$ cat src/rtl/program_memory.sv
// program_memory: instruction store for golden_core with a byte-stream loader.
// After reset the whole array is filled with NOP while the core is held in
// reset. The host then streams 16-bit instructions high byte first, and the
// core is released once the final word is written. The core fetches through
// a combinational read port that returns NOP unless a program is running.

`ifndef ADDRESS_SIZE
`define ADDRESS_SIZE 4
`endif
`ifndef INSTRUCTION_SIZE
`define INSTRUCTION_SIZE 16
`endif
`ifndef NOP
`define NOP 16'hE000
`endif
`ifndef HALT
`define HALT 16'hF000
`endif
`ifndef LOADC
`define LOADC 4'h1
`endif
`ifndef R0
`define R0 4'h0
`endif
`ifndef R1
`define R1 4'h1
`endif

module program_memory #(
    parameter int DEPTH = 2**`ADDRESS_SIZE
) (
    input  logic                          clock,
    input  logic                          reset,
    input  logic [`ADDRESS_SIZE-1:0]      pc,
    output logic [`INSTRUCTION_SIZE-1:0]  instruction,
    output logic                          core_reset,
    input  logic                          load_start,
    input  logic                          load_valid,
    input  logic [7:0]                    load_byte,
    input  logic                          load_last,
    output logic                          load_ready,
    output logic                          load_done,
    output logic                          load_error,
    output logic [`ADDRESS_SIZE:0]        load_count
);

    typedef enum logic [2:0] {
        CLEAR   = 3'd0,
        HOLD    = 3'd1,
        LOAD_HI = 3'd2,
        LOAD_LO = 3'd3,
        RUN     = 3'd4
    } state_t;

    // Last address of the clear sweep and the write-pointer value meaning "full".
    localparam logic [`ADDRESS_SIZE-1:0] LAST_ADDR = `ADDRESS_SIZE'(DEPTH - 1);
    localparam logic [`ADDRESS_SIZE:0]   FULL_PTR  = (`ADDRESS_SIZE + 1)'(DEPTH);

    state_t                         state_q, state_d;
    logic [`ADDRESS_SIZE-1:0]       clr_ptr_q, clr_ptr_d;
    logic [`ADDRESS_SIZE:0]         wr_ptr_q, wr_ptr_d;
    logic [7:0]                     hi_q, hi_d;
    logic                           core_reset_q, core_reset_d;
    logic                           done_q, done_d;
    logic                           error_q, error_d;
    logic [`ADDRESS_SIZE:0]         count_q, count_d;

    logic                           mem_we_s;
    logic [`ADDRESS_SIZE-1:0]       mem_addr_s;
    logic [`INSTRUCTION_SIZE-1:0]   mem_wdata_s;
    logic                           handshake_s;

    logic [`INSTRUCTION_SIZE-1:0]   mem [DEPTH];

    // Control registers; reset drops core_reset without waiting for a clock.
    always_ff @(posedge clock or negedge reset) begin
        if (!reset) begin
            state_q      <= CLEAR;
            clr_ptr_q    <= '0;
            wr_ptr_q     <= '0;
            hi_q         <= 8'h00;
            core_reset_q <= 1'b0;
            done_q       <= 1'b0;
            error_q      <= 1'b0;
            count_q      <= '0;
        end else begin
            state_q      <= state_d;
            clr_ptr_q    <= clr_ptr_d;
            wr_ptr_q     <= wr_ptr_d;
            hi_q         <= hi_d;
            core_reset_q <= core_reset_d;
            done_q       <= done_d;
            error_q      <= error_d;
            count_q      <= count_d;
        end
    end

    // Next-state logic for the clear sweep, the byte loader and run control.
    always_comb begin
        state_d      = state_q;
        clr_ptr_d    = clr_ptr_q;
        wr_ptr_d     = wr_ptr_q;
        hi_d         = hi_q;
        core_reset_d = core_reset_q;
        done_d       = done_q;
        error_d      = error_q;
        count_d      = count_q;
        mem_we_s     = 1'b0;
        mem_addr_s   = clr_ptr_q;
        mem_wdata_s  = `NOP;
        handshake_s  = load_valid && load_ready;

        case (state_q)
            CLEAR: begin
                mem_we_s     = 1'b1;
                clr_ptr_d    = clr_ptr_q + `ADDRESS_SIZE'(1);
                core_reset_d = 1'b0;
                done_d       = 1'b0;
                if (clr_ptr_q == LAST_ADDR) begin
                    state_d = HOLD;
                end else begin
                    state_d = CLEAR;
                end
            end
            HOLD: begin
                if (load_start) begin
                    state_d  = LOAD_HI;
                    error_d  = 1'b0;
                    count_d  = '0;
                    wr_ptr_d = '0;
                end else begin
                    state_d  = HOLD;
                end
            end
            LOAD_HI: begin
                if (load_start) begin
                    state_d   = CLEAR;
                    clr_ptr_d = '0;
                    error_d   = 1'b1;
                end else if (handshake_s) begin
                    // A high byte with no room left, or flagged last, is an error.
                    if ((wr_ptr_q == FULL_PTR) || load_last) begin
                        state_d = HOLD;
                        error_d = 1'b1;
                    end else begin
                        state_d = LOAD_LO;
                        hi_d    = load_byte;
                    end
                end else begin
                    state_d = LOAD_HI;
                end
            end
            LOAD_LO: begin
                if (load_start) begin
                    state_d   = CLEAR;
                    clr_ptr_d = '0;
                    error_d   = 1'b1;
                end else if (handshake_s) begin
                    mem_we_s    = 1'b1;
                    mem_addr_s  = wr_ptr_q[`ADDRESS_SIZE-1:0];
                    mem_wdata_s = {hi_q, load_byte};
                    wr_ptr_d    = wr_ptr_q + (`ADDRESS_SIZE + 1)'(1);
                    count_d     = count_q + (`ADDRESS_SIZE + 1)'(1);
                    if (load_last) begin
                        state_d      = RUN;
                        core_reset_d = 1'b1;
                        done_d       = 1'b1;
                    end else begin
                        state_d = LOAD_HI;
                    end
                end else begin
                    state_d = LOAD_LO;
                end
            end
            RUN: begin
                if (load_start) begin
                    state_d      = CLEAR;
                    clr_ptr_d    = '0;
                    core_reset_d = 1'b0;
                    done_d       = 1'b0;
                end else begin
                    state_d = RUN;
                end
            end
            default: begin
                state_d      = CLEAR;
                clr_ptr_d    = '0;
                core_reset_d = 1'b0;
                done_d       = 1'b0;
            end
        endcase
    end

    // Single write port shared by the clear sweep and the loader; not reset.
    always_ff @(posedge clock) begin
        if (mem_we_s) begin
            mem[mem_addr_s] <= mem_wdata_s;
        end
    end

    // Fetch port: same-cycle read while running, NOP otherwise.
    always_comb begin
        if (state_q == RUN) begin
            instruction = mem[pc];
        end else begin
            instruction = `NOP;
        end
    end

    assign load_ready = (state_q == LOAD_HI) || (state_q == LOAD_LO);
    assign core_reset = core_reset_q;
    assign load_done  = done_q;
    assign load_error = error_q;
    assign load_count = count_q;

endmodule

$ cat config.mk
export PLATFORM = sky130hd
export DESIGN_NAME = program_memory
export DESIGN_NICKNAME = d
export VERILOG_FILES = /design/src/rtl/program_memory.sv
export SDC_FILE = /design/constraint.sdc
export NUM_CORES = 1
export LEC_CHECK = 0
export ABC_AREA = 1
export BUFFER_PORTS_ARGS = -buffer_cell sky130_fd_sc_hd__buf_2
export CAP_MARGIN = 20
export CELL_PAD_IN_SITES_DETAIL_PLACEMENT = 0
export CELL_PAD_IN_SITES_GLOBAL_PLACEMENT = 1
export CORE_MARGIN = 8
export CORE_UTILIZATION = 40
export DETAILED_ROUTE_END_ITERATION = 10
export GPL_ROUTABILITY_DRIVEN = 0
export PLACE_DENSITY = 0.7
export REMOVE_ABC_BUFFERS = 1
export SLEW_MARGIN = 20
export SYNTH_ARGS = -nofsm -noshare
export SYNTH_HDL_FRONTEND = slang
export SYNTH_SLANG_ARGS = --single-unit
$ cat constraint.sdc
create_clock -name clock -period 2.7 [get_ports clock]
set_input_delay 0.405 -clock clock [delete_from_list [all_inputs] [get_ports clock]]
set_output_delay 0.405 -clock clock [all_outputs]
set_load 0.02 [all_outputs]
==> results.sh, run 1 <==
export IMPL_status="finished clean"
export IMPL_fillCellCount=2801
export IMPL_leakage_nw=5.97
export IMPL_utilization_pct=47.2
export IMPL_end_kind="output port"
export IMPL_synth_ff_type="edfxtp_1"
export IMPL_drc=0
export IMPL_firstDrtPassIters=5
export IMPL_pin_count=42
export IMPL_fin_area_sq_mm=0.0144
export IMPL_arrival_ns=2.06
export IMPL_netlist_area_sq_mm=0.0123
export IMPL_path_clk_slew_ns=0.07
export IMPL_clock_sinks=283
export IMPL_dp_cells=1635
export IMPL_fin_nets=1292
export IMPL_drt_iter0_markers=590
export IMPL_clkPwrFrac_pct=32.3
export IMPL_period_share_pct=91.2
export IMPL_ant_nets=0
export IMPL_grt_pass1_vias=8162
export IMPL_pwr_share_seq_pct=47.5
export IMPL_die_h_um=192
export IMPL_critical_path_class="flop to output port"
export IMPL_p_switching_w=0.00353
export IMPL_worstMarginPinSlew_ns=0.709
export IMPL_avgSynthCellArea_sq_um=10.3
export IMPL_hold_violations=0
export IMPL_die_w_um=192
export IMPL_critPathLaunchType="flop"
export IMPL_core_rowCount=64
export IMPL_fin_ws_ns=0.238
export IMPL_worstPathMaxFanout=7
export IMPL_hpwl_mm=18.6
export IMPL_overflow=0
export IMPL_grt_usage_pct=17.1
export IMPL_worst_ir_drop_vdd_v=0.000468
export IMPL_cts_root_buf="clkbuf_16"
export IMPL_antenna_found_initial=0
export IMPL_ys_ff_latch=283
export IMPL_switching_share_pct=29.0
export IMPL_syn2layout_area_growth_pct=16.6
export IMPL_cts_buffer_depth=3
export IMPL_antenna_cells=0
export IMPL_finClkSkew_ns=0.00933
export IMPL_vias_per_cell=4.94
export IMPL_die_area_sq_mm=0.0367
export IMPL_ys_types=35
export IMPL_num_vias=8343
export IMPL_dpl_cell_area_sq_mm=0.0134
export IMPL_grt_pass1_wl_mm=48.2
export IMPL_p_int_w=0.00865
export IMPL_maxCapViolations=0
export IMPL_cts_made_buffers=29
export IMPL_pwr_share_comb_pct=20.2
export IMPL_drive_gt1_share_pct=14.1
export IMPL_postCtsSetupRepairBufs=0
export IMPL_p_per_area_mw_per_mm2=847
export IMPL_clkLatencyLatePin_ns=0.53
export IMPL_drv_slew=0
export IMPL_cp_required_ns=2.30
export IMPL_pre_cts_ws_ns=0.464
export IMPL_core_area_sq_mm=0.0305
export IMPL_post_drt_wl_per_cell_um=18.5
export IMPL_cts_tree="built"
export IMPL_async_flop_share_pct=9.54
export IMPL_place_port_buffers=41
export IMPL_finalWirelength_mm=31.2
export IMPL_maxSlewHeadroom_pct=52.7
export IMPL_fmax_mhz=406
export IMPL_start_util_pct=40.4
export IMPL_setup_viol=0
export IMPL_grt_max_degree=67
export IMPL_ys_warn_count=0
export IMPL_cts_max_level=1
export IMPL_instances_no_fill=1689
export IMPL_hold_class="input port to flop"
export IMPL_final_min_clock_period_ns=2.46
export IMPL_rsz0062_at_grt="no"
export IMPL_fin_tns_setup_ns=0
export IMPL_yosysSeqAreaShare_pct=67.8
export IMPL_synth_edf_count=256
export IMPL_syn_inst=1194
[synth_stat cells (2+ instances only)]
master	instances	share of area [%]
a21oi_1	15	0.61
buf_1	9	0.27
buf_2	24	0.97
buf_4	5	0.30
buf_6	3	0.27
clkbuf_1	15	0.46
dfrtp_1	27	5.5
edfxtp_1	256	62
ha_1	4	0.41
inv_1	146	4.4
inv_2	6	0.18
nand2_1	378	12
nand2_4	2	0.18
nand3_1	164	6.7
nand3_2	2	0.16
nand4_1	4	0.20
nor2_1	69	2.1
nor2_4	3	0.27
nor3_1	2	0.081
o211ai_1	4	0.24
o21ai_0	33	1.3
o21ai_1	2	0.081
o21ai_2	5	0.35
o31ai_1	3	0.18
xor2_1	3	0.21
[timing repair]
item	4_1_cts	5_1_grt
endpoints found under the setup margin	0	1
endpoints found under the hold margin	27	0
resized for setup	0	1
hold buffers	1	0
[power groups by stage]
stage / clock network, W / logic (W) / registers [W]
after floorplan: 0 / 0.00133 / 0.00586
after global placement: 0 / 0.00246 / 0.00587
after global routing: 0.00418 / 0.00272 / 0.00586
final: 0.00393 / 0.00246 / 0.00579
after detailed placement: 0 / 0.00248 / 0.00588
after CTS: 0.00401 / 0.00249 / 0.00579
[stage by stage]
step                hold WS, ns  total power (W)
floorplan                 0.109          0.00719
global placement          0.493          0.00833
detailed placement        0.499          0.00837
CTS                      0.0848           0.0123
global route              0.104           0.0128
finish                    0.106           0.0122
[layout by cell type, fill, tap and decap left out, drive strengths merged, types with 11 or more instances in the layout]
| cell | instances |
|---|---|
| clkbuf | 39 |
| dfrtp | 27 |
| buf | 101 |
| a21oi | 15 |
| nor2 | 73 |
| edfxtp | 256 |
| inv | 151 |
| nand2 | 382 |
| clkinv | 11 |
| o21ai | 40 |
| nand3 | 166 |
[path summary, 6_finish.rpt]
path	from	end	slack (ns)	cells past startpoint
worst max-delay path	state_q[0]	instruction[10]	0.24	5
worst min-delay path	load_byte[6]	hi_q[6]	0.11	3
worst max register to register	state_q[0]	mem[13][4]	0.54	6
worst min register to register	load_done	load_done	0.51	2
max in group asynchronous	reset	hi_q[4]	1.79	2
min in group asynchronous	reset	wr_ptr_q[2]	0.44	2
[registers in the layout, summed over array words and instances (netlist names)]
signal / cells
wr_ptr_q: 5
clr_ptr_q: 4
load_done: 1
hi_q: 8
mem: 256
load_error: 1
load_count: 5
state_q: 3
[worst max-delay path, cell delays in order, from the launching register on]
cell     delay [ns]
dfrtp_1        0.46
nor3_2         0.27
inv_1          0.09
buf_4          0.20
a21oi_1        0.27
buf_2          0.23
[cell families (layout without fill, tap and decap cells)]
logic type	count (synthesis)	in the layout	synth area share, %
XOR/XNOR	4	4	0.284
AND/OR/NAND/NOR	628	628	21.5
adder cells (fa/ha/maj)	4	4	0.406
flip-flops	283	283	67.8
AO/OA/AOI/OAI	67	67	3.13
buffers and inverters	208	307	6.91
[area by class of cell]
class | instances | area [sq um] | share of cell area (%)
multi-input cells | 703 | 3170 | 22.0
repair buffers | 102 | 856 | 5.95
flip-flops and latches | 283 | 8360 | 58.1
clock buffers | 39 | 793 | 5.51
clock inverters | 14 | 143 | 0.991
inverters | 152 | 572 | 3.97
well taps | 396 | 495 | 3.44
[per-layer routing]
metal / wire, um / GRT usage [%] / part of all wire, %
met1: 14600 / 24.6 / 47
met3: 1540 / 2.11 / 4.9
met4: 442 / 3.14 / 1.4
met5: 0 / 0 / 0
met2: 14600 / 27.7 / 47
Power figures use the tool's default switching activity.
==> inputs of run 2 (changes only) <==
==> constraint.sdc (replaced) <==
create_clock -name clock -period 2.6 [get_ports clock]
set_input_delay 0.39 -clock clock [delete_from_list [all_inputs] [get_ports clock]]
set_output_delay 0.39 -clock clock [all_outputs]
set_load 0.02 [all_outputs]
==> run 2 against run 1 <==
  * Cell count rose by 0.12%
  * Routed wire length fell by 0.64%
  * Critical path depth did not move
  * Largest cell class unchanged
==> results.sh, run 2 (synthesized netlist as in run 1, its figures left out) <==
export IMPL_critical_path_class="flop to output port"
export IMPL_post_drt_wl_per_cell_um=18.3
export IMPL_wl_met3_mm=1.39
export IMPL_final_min_clock_period_ns=2.39
export IMPL_worstMarginPinSlew_ns=0.731
export IMPL_grt_pass1_vias=8338
export IMPL_status="finished clean"
export IMPL_grt_max_degree=71
export IMPL_setup_viol=0
export IMPL_hpwl_mm=18.2
export IMPL_core_area_sq_mm=0.0305
export IMPL_fin_nets=1293
export IMPL_die_w_um=192
export IMPL_core_rowCount=64
export IMPL_pin_count=42
export IMPL_fmax_mhz=418
export IMPL_cts_max_level=1
export IMPL_grt_usage_pct=17.0
export IMPL_hold_violations=0
export IMPL_syn2layout_area_growth_pct=17.4
export IMPL_die_area_sq_mm=0.0367
export IMPL_vias_per_cell=4.93
export IMPL_top_layer="met4"
export IMPL_maxSlewHeadroom_pct=51.3
export IMPL_antenna_cells=0
export IMPL_period_share_pct=92.1
export IMPL_p_per_area_mw_per_mm2=900
export IMPL_die_h_um=192
export IMPL_worst_ir_drop_vdd_v=0.000617
export IMPL_clkLatencyLatePin_ns=0.55
export IMPL_rsz0062_at_grt="no"
export IMPL_m1WireLength_mm=14.4
export IMPL_critPathLaunchType="flop"
export IMPL_num_vias=8343
export IMPL_finClkSkew_ns=0.0156
export IMPL_path_clk_slew_ns=0.06
export IMPL_end_kind="output port"
export IMPL_cts_buffer_depth=3
export IMPL_met2_length_mm=14.7
export IMPL_reg_top3="mem x256, hi_q x8"
export IMPL_drive_gt1_share_pct=14.3
export IMPL_layout_common_cells="378 x nand2_1, 256 x edfxtp_1, 164 x nand3_1"
export IMPL_grt_pass1_wl_mm=48.0
export IMPL_finalWirelength_mm=31.0
export IMPL_leakage_nw=6.02
export IMPL_hold_class="input port to flop"
export IMPL_largest_register_ffs=256
export IMPL_top_register="mem"
export IMPL_drt_iter0_markers=593
export IMPL_cp_required_ns=2.21
export IMPL_layout_commonest_cell="nand2_1"
export IMPL_worstPathMaxFanout=8
export IMPL_place_port_buffers=41
export IMPL_maxCapViolations=0
export IMPL_arrival_ns=2.00
export IMPL_fin_area_sq_mm=0.0145
export IMPL_cts_made_buffers=30
export IMPL_utilization_pct=47.5
export IMPL_fin_tns_setup_ns=0
export IMPL_cts_tree="built"
export IMPL_antenna_found_initial=0
export IMPL_cts_root_buf="clkbuf_16"
export IMPL_clock_sinks=283
export IMPL_firstDrtPassIters=7
export IMPL_ant_nets=0
export IMPL_overflow=0
export IMPL_drv_slew=0
export IMPL_drc=0
export IMPL_start_util_pct=40.4
export IMPL_dpl_cell_area_sq_mm=0.0134
run 2: cell types whose count changed in the layout (fill, tap and decap cells not counted):
cell / previous run / this run
clkinvlp_4: 1 / 0
buf_12: 15 / 13
clkbuf_16: 29 / 31
clkinv_2: 7 / 5
clkinv_1: 4 / 3
bufinv_16: 3 / 5
buf_4: 46 / 48
clkbuf_8: 3 / 5
run 2: metrics by stage:
stage	total power (W)	hold WS (ns)	std cells	setup slack, ns
2_1_floorplan	0.00746	0.0944	1138	0.143
3_3_place_gp	0.00860	0.480	1635	0.473
3_5_place_dp	0.00865	0.488	1635	0.450
4_1_cts	0.0132	0.0508	1691	0.0898
5_1_grt	0.0136	0.0701	1691	0.0856
6_report	0.0130	0.0666	1691	0.206
run 2: path summary, 6_finish.rpt:
check,startpoint,slack (ns),end,cells after the start
setup / recovery,state_q[0],0.21,instruction[10],5
hold / removal,load_byte[4],0.07,hi_q[4],3
setup reg to reg,state_q[0],0.48,mem[1][15],6
hold reg to reg,load_count[3],0.50,load_count[3],1
max in group asynchronous,reset,1.69,hi_q[1],2
min in group asynchronous,reset,0.44,load_count[4],2
run 2: final cells by class:
cell class / instances / area, sq um
clock buffer: 43 / 871
clock inverter: 12 / 181
fill: 2830 / 16000
inverter: 152 / 572
multi-input combinational: 703 / 3170
sequential: 283 / 8360
tap: 396 / 495
timing repair buffer: 102 / 831
run 2: metal layers:
metal | track usage [%] | vias to the layer above
met1 | 23.2 | 4032
met2 | 28.4 | 183
met4 | 3.58 | 0
met3 | 2.63 | 39
met5 | 0 | -
li1 | - | 4089
run 2: critical path: stages, from the launching register on:
cell     delay [ns]
dfrtp_1        0.47
nor3_2         0.26
inv_1          0.12
buf_4          0.22
a21oi_1        0.20
buf_2          0.20
run 2: where the power goes:
group / internal (W) / switching, W / leakage [nW] / total, W
Combinational: 0.000772 / 0.00174 / 2.87 / 0.00251
Clock: 0.00280 / 0.00170 / 0.517 / 0.00450
Sequential: 0.00578 / 0.000236 / 2.63 / 0.00602
run 2: what timing repair did:
action / CTS / global route
hold endpoints to repair: 27 / 0
endpoints found under the setup margin: 0 / 2
gates resized for setup: 0 / 1
setup buffers: 0 / 0
hold buffers: 1 / 0
==> inputs of run 3 (changes only) <==
--- a/config.mk
+++ b/config.mk
@@ -6,15 +6,15 @@
 export NUM_CORES = 1
 export LEC_CHECK = 0
 export ABC_AREA = 1
-export BUFFER_PORTS_ARGS = -buffer_cell sky130_fd_sc_hd__buf_2
 export CAP_MARGIN = 20
 export CELL_PAD_IN_SITES_DETAIL_PLACEMENT = 0
 export CELL_PAD_IN_SITES_GLOBAL_PLACEMENT = 1
 export CORE_MARGIN = 8
 export CORE_UTILIZATION = 40
 export DETAILED_ROUTE_END_ITERATION = 10
+export DONT_BUFFER_PORTS = 1
 export GPL_ROUTABILITY_DRIVEN = 0
-export PLACE_DENSITY = 0.7
+export PLACE_DENSITY = 0.69
 export REMOVE_ABC_BUFFERS = 1
 export SLEW_MARGIN = 20
 export SYNTH_ARGS = -nofsm -noshare
==> run 3 against run 2 <==
  * Clock-buffer cell count rose by 4
  * Core utilization fell by 1.1 points
  * First-iteration DRC count rose by 6.9%
  * Design area fell by 2.3%
  * Cell count fell by 1.7%
  * Combinational power fell by 9.2%
  * Hold slack got worse by 0.0021 ns
  * Clock skew fell by 0.0072 ns
  * Die area did not move
  * Power fell by 6.0%
  * Global-route usage fell by 0.44 points
==> results.sh, run 3 (synthesized netlist as in run 1, its figures left out) <==
export IMPL_rsz0062_at_grt="no"
export IMPL_cts_resized=0
export IMPL_cts_root_buf="clkbuf_16"
export IMPL_cts_made_buffers=30
export IMPL_maxCapViolations=0
export IMPL_switching_share_pct=28.6
export IMPL_worst_ir_drop_vdd_v=0.000580
export IMPL_leakage_nw=5.79
export IMPL_start_util_pct=40.4
export IMPL_final_min_clock_period_ns=2.36
export IMPL_firstDrtPassIters=5
export IMPL_layout_commonest_cell="nand2_1"
export IMPL_top_register="mem"
export IMPL_largest_register_ffs=256
export IMPL_grt_pass1_wl_mm=46.7
export IMPL_grt_usage_pct=16.5
export IMPL_place_port_buffers=0
export IMPL_core_rowCount=64
export IMPL_cpMostUsedCell="buf_4"
export IMPL_vias_per_cell=4.91
export IMPL_layout_common_cells="378 x nand2_1, 256 x edfxtp_1, 164 x nand3_1"
export IMPL_finClkSkew_ns=0.00833
export IMPL_postCtsSetupRepairBufs=0
export IMPL_worstMarginPinSlew_ns=0.993
export IMPL_met3_usage_pct=2.94
export IMPL_use_met2_pct=27.6
export IMPL_p_switching_w=0.00350
export IMPL_drive_gt1_share_pct=11.4
export IMPL_fin_nets=1263
export IMPL_fin_ws_ns=0.235
export IMPL_die_w_um=192
export IMPL_grt_pass1_vias=7911
export IMPL_grt_max_degree=134
export IMPL_maxSlewHeadroom_pct=33.5
export IMPL_syn2layout_area_growth_pct=14.7
export IMPL_period_share_pct=91.0
export IMPL_arrival_ns=1.97
export IMPL_critical_path_class="flop to output port"
export IMPL_die_area_sq_mm=0.0367
export IMPL_num_vias=8153
export IMPL_crit_path_top_delay_cell="dfrtp_1"
export IMPL_clock_sinks=283
export IMPL_fmax_mhz=423
export IMPL_p_int_w=0.00874
export IMPL_die_h_um=192
export IMPL_worstPathMaxFanout=13
export IMPL_cts_hold_fix_buffers=10
export IMPL_end_kind="output port"
export IMPL_drv_slew=0
export IMPL_path_clk_slew_ns=0.06
export IMPL_cts_max_level=1
export IMPL_pin_count=42
export IMPL_fin_tns_setup_ns=0
export IMPL_drt_iter0_markers=634
export IMPL_crit_chain="nor3_1 -> inv_1 -> buf_4 -> a21oi_1 -> buf_4"
export IMPL_core_area_sq_mm=0.0305
export IMPL_cp_required_ns=2.21
export IMPL_dp_cells=1596
export IMPL_cts_buffer_depth=3
export IMPL_reg_top3="mem x256, hi_q x8"
export IMPL_critPathLaunchType="flop"
export IMPL_overflow=0
export IMPL_hpwl_mm=17.3
export IMPL_hold_violations=0
export IMPL_status="finished clean"
export IMPL_antenna_found_initial=0
export IMPL_finalWirelength_mm=30.2
export IMPL_max_stage_delay_ns=0.45
export IMPL_setup_viol=0
export IMPL_post_drt_wl_per_cell_um=18.2
export IMPL_clkPwrFrac_pct=32.0
export IMPL_clkLatencyLatePin_ns=0.53
export IMPL_hold_class="input port to flop"
export IMPL_rrSetupSlack_ns=0.40
export IMPL_pwr_share_comb_pct=18.6
export IMPL_pwr_share_seq_pct=49.4
export IMPL_drc=0
export IMPL_cts_tree="built"
export IMPL_pre_cts_ws_ns=0.388
export IMPL_instances_no_fill=1662
export IMPL_use_met1_pct=22.5
export IMPL_p_per_area_mw_per_mm2=865
export IMPL_ant_nets=0
export IMPL_antenna_cells=0
export IMPL_top_usage_layer="met2"
[run 3: final timing paths]
check                                      end  startpoint  depth (start not counted)
max in group asynchronous              hi_q[2]       reset                          2
worst min-delay path                state_q[1]  load_valid                          3
worst max-delay path            instruction[5]  state_q[0]                          5
min in group asynchronous        load_count[0]       reset                          2
worst max register to register      mem[9][10]  state_q[0]                          9
worst min register to register         hi_q[3]     hi_q[3]                          2
[run 3: per-stage QoR]
stage	hold WS (ns)	area (sq um)	power, W	utilization [%]
6_report	0.0645	14100	0.0122	46.4
3_5_place_dp	0.0955	13100	0.00841	43.0
5_1_grt	0.0804	14100	0.0128	46.4
2_1_floorplan	0.0944	12100	0.00746	-
4_1_cts	0.0414	14100	0.0124	46.4
3_3_place_gp	0.0956	13100	0.00836	43.0
[run 3: routing by layer]
metal,vias up,routed length (um)
met2,182,14400
met4,0,329
met3,26,1840
met5,-,0
met1,3915,13700
li1,4030,-
[run 3: worst max-delay path, delay by kind of cell, from the launching register on]
kind,cells,cell delay [ns]
AOI/OAI and AO/OA,1,0.21
DFF,1,0.45
buffers and inverters,3,0.48
and+or+nand+nor,1,0.30
[run 3: layout make-up]
cell class	instances	area (sq um)
clock buffer	47	866
clock inverter	9	47.5
fill	2793	16400
inverter	152	572
multi-input combinational	703	3160
sequential	283	8360
tap	396	495
timing repair buffer	72	638
[run 3: power groups by stage]
stage / clock [W] / sequential, W / combinational, W
finish: 0.00392 / 0.00604 / 0.00228
global route: 0.00419 / 0.00611 / 0.00255
global placement: 0 / 0.00612 / 0.00224
floorplan: 0 / 0.00609 / 0.00138
CTS: 0.00401 / 0.00604 / 0.00231
detailed placement: 0 / 0.00614 / 0.00227
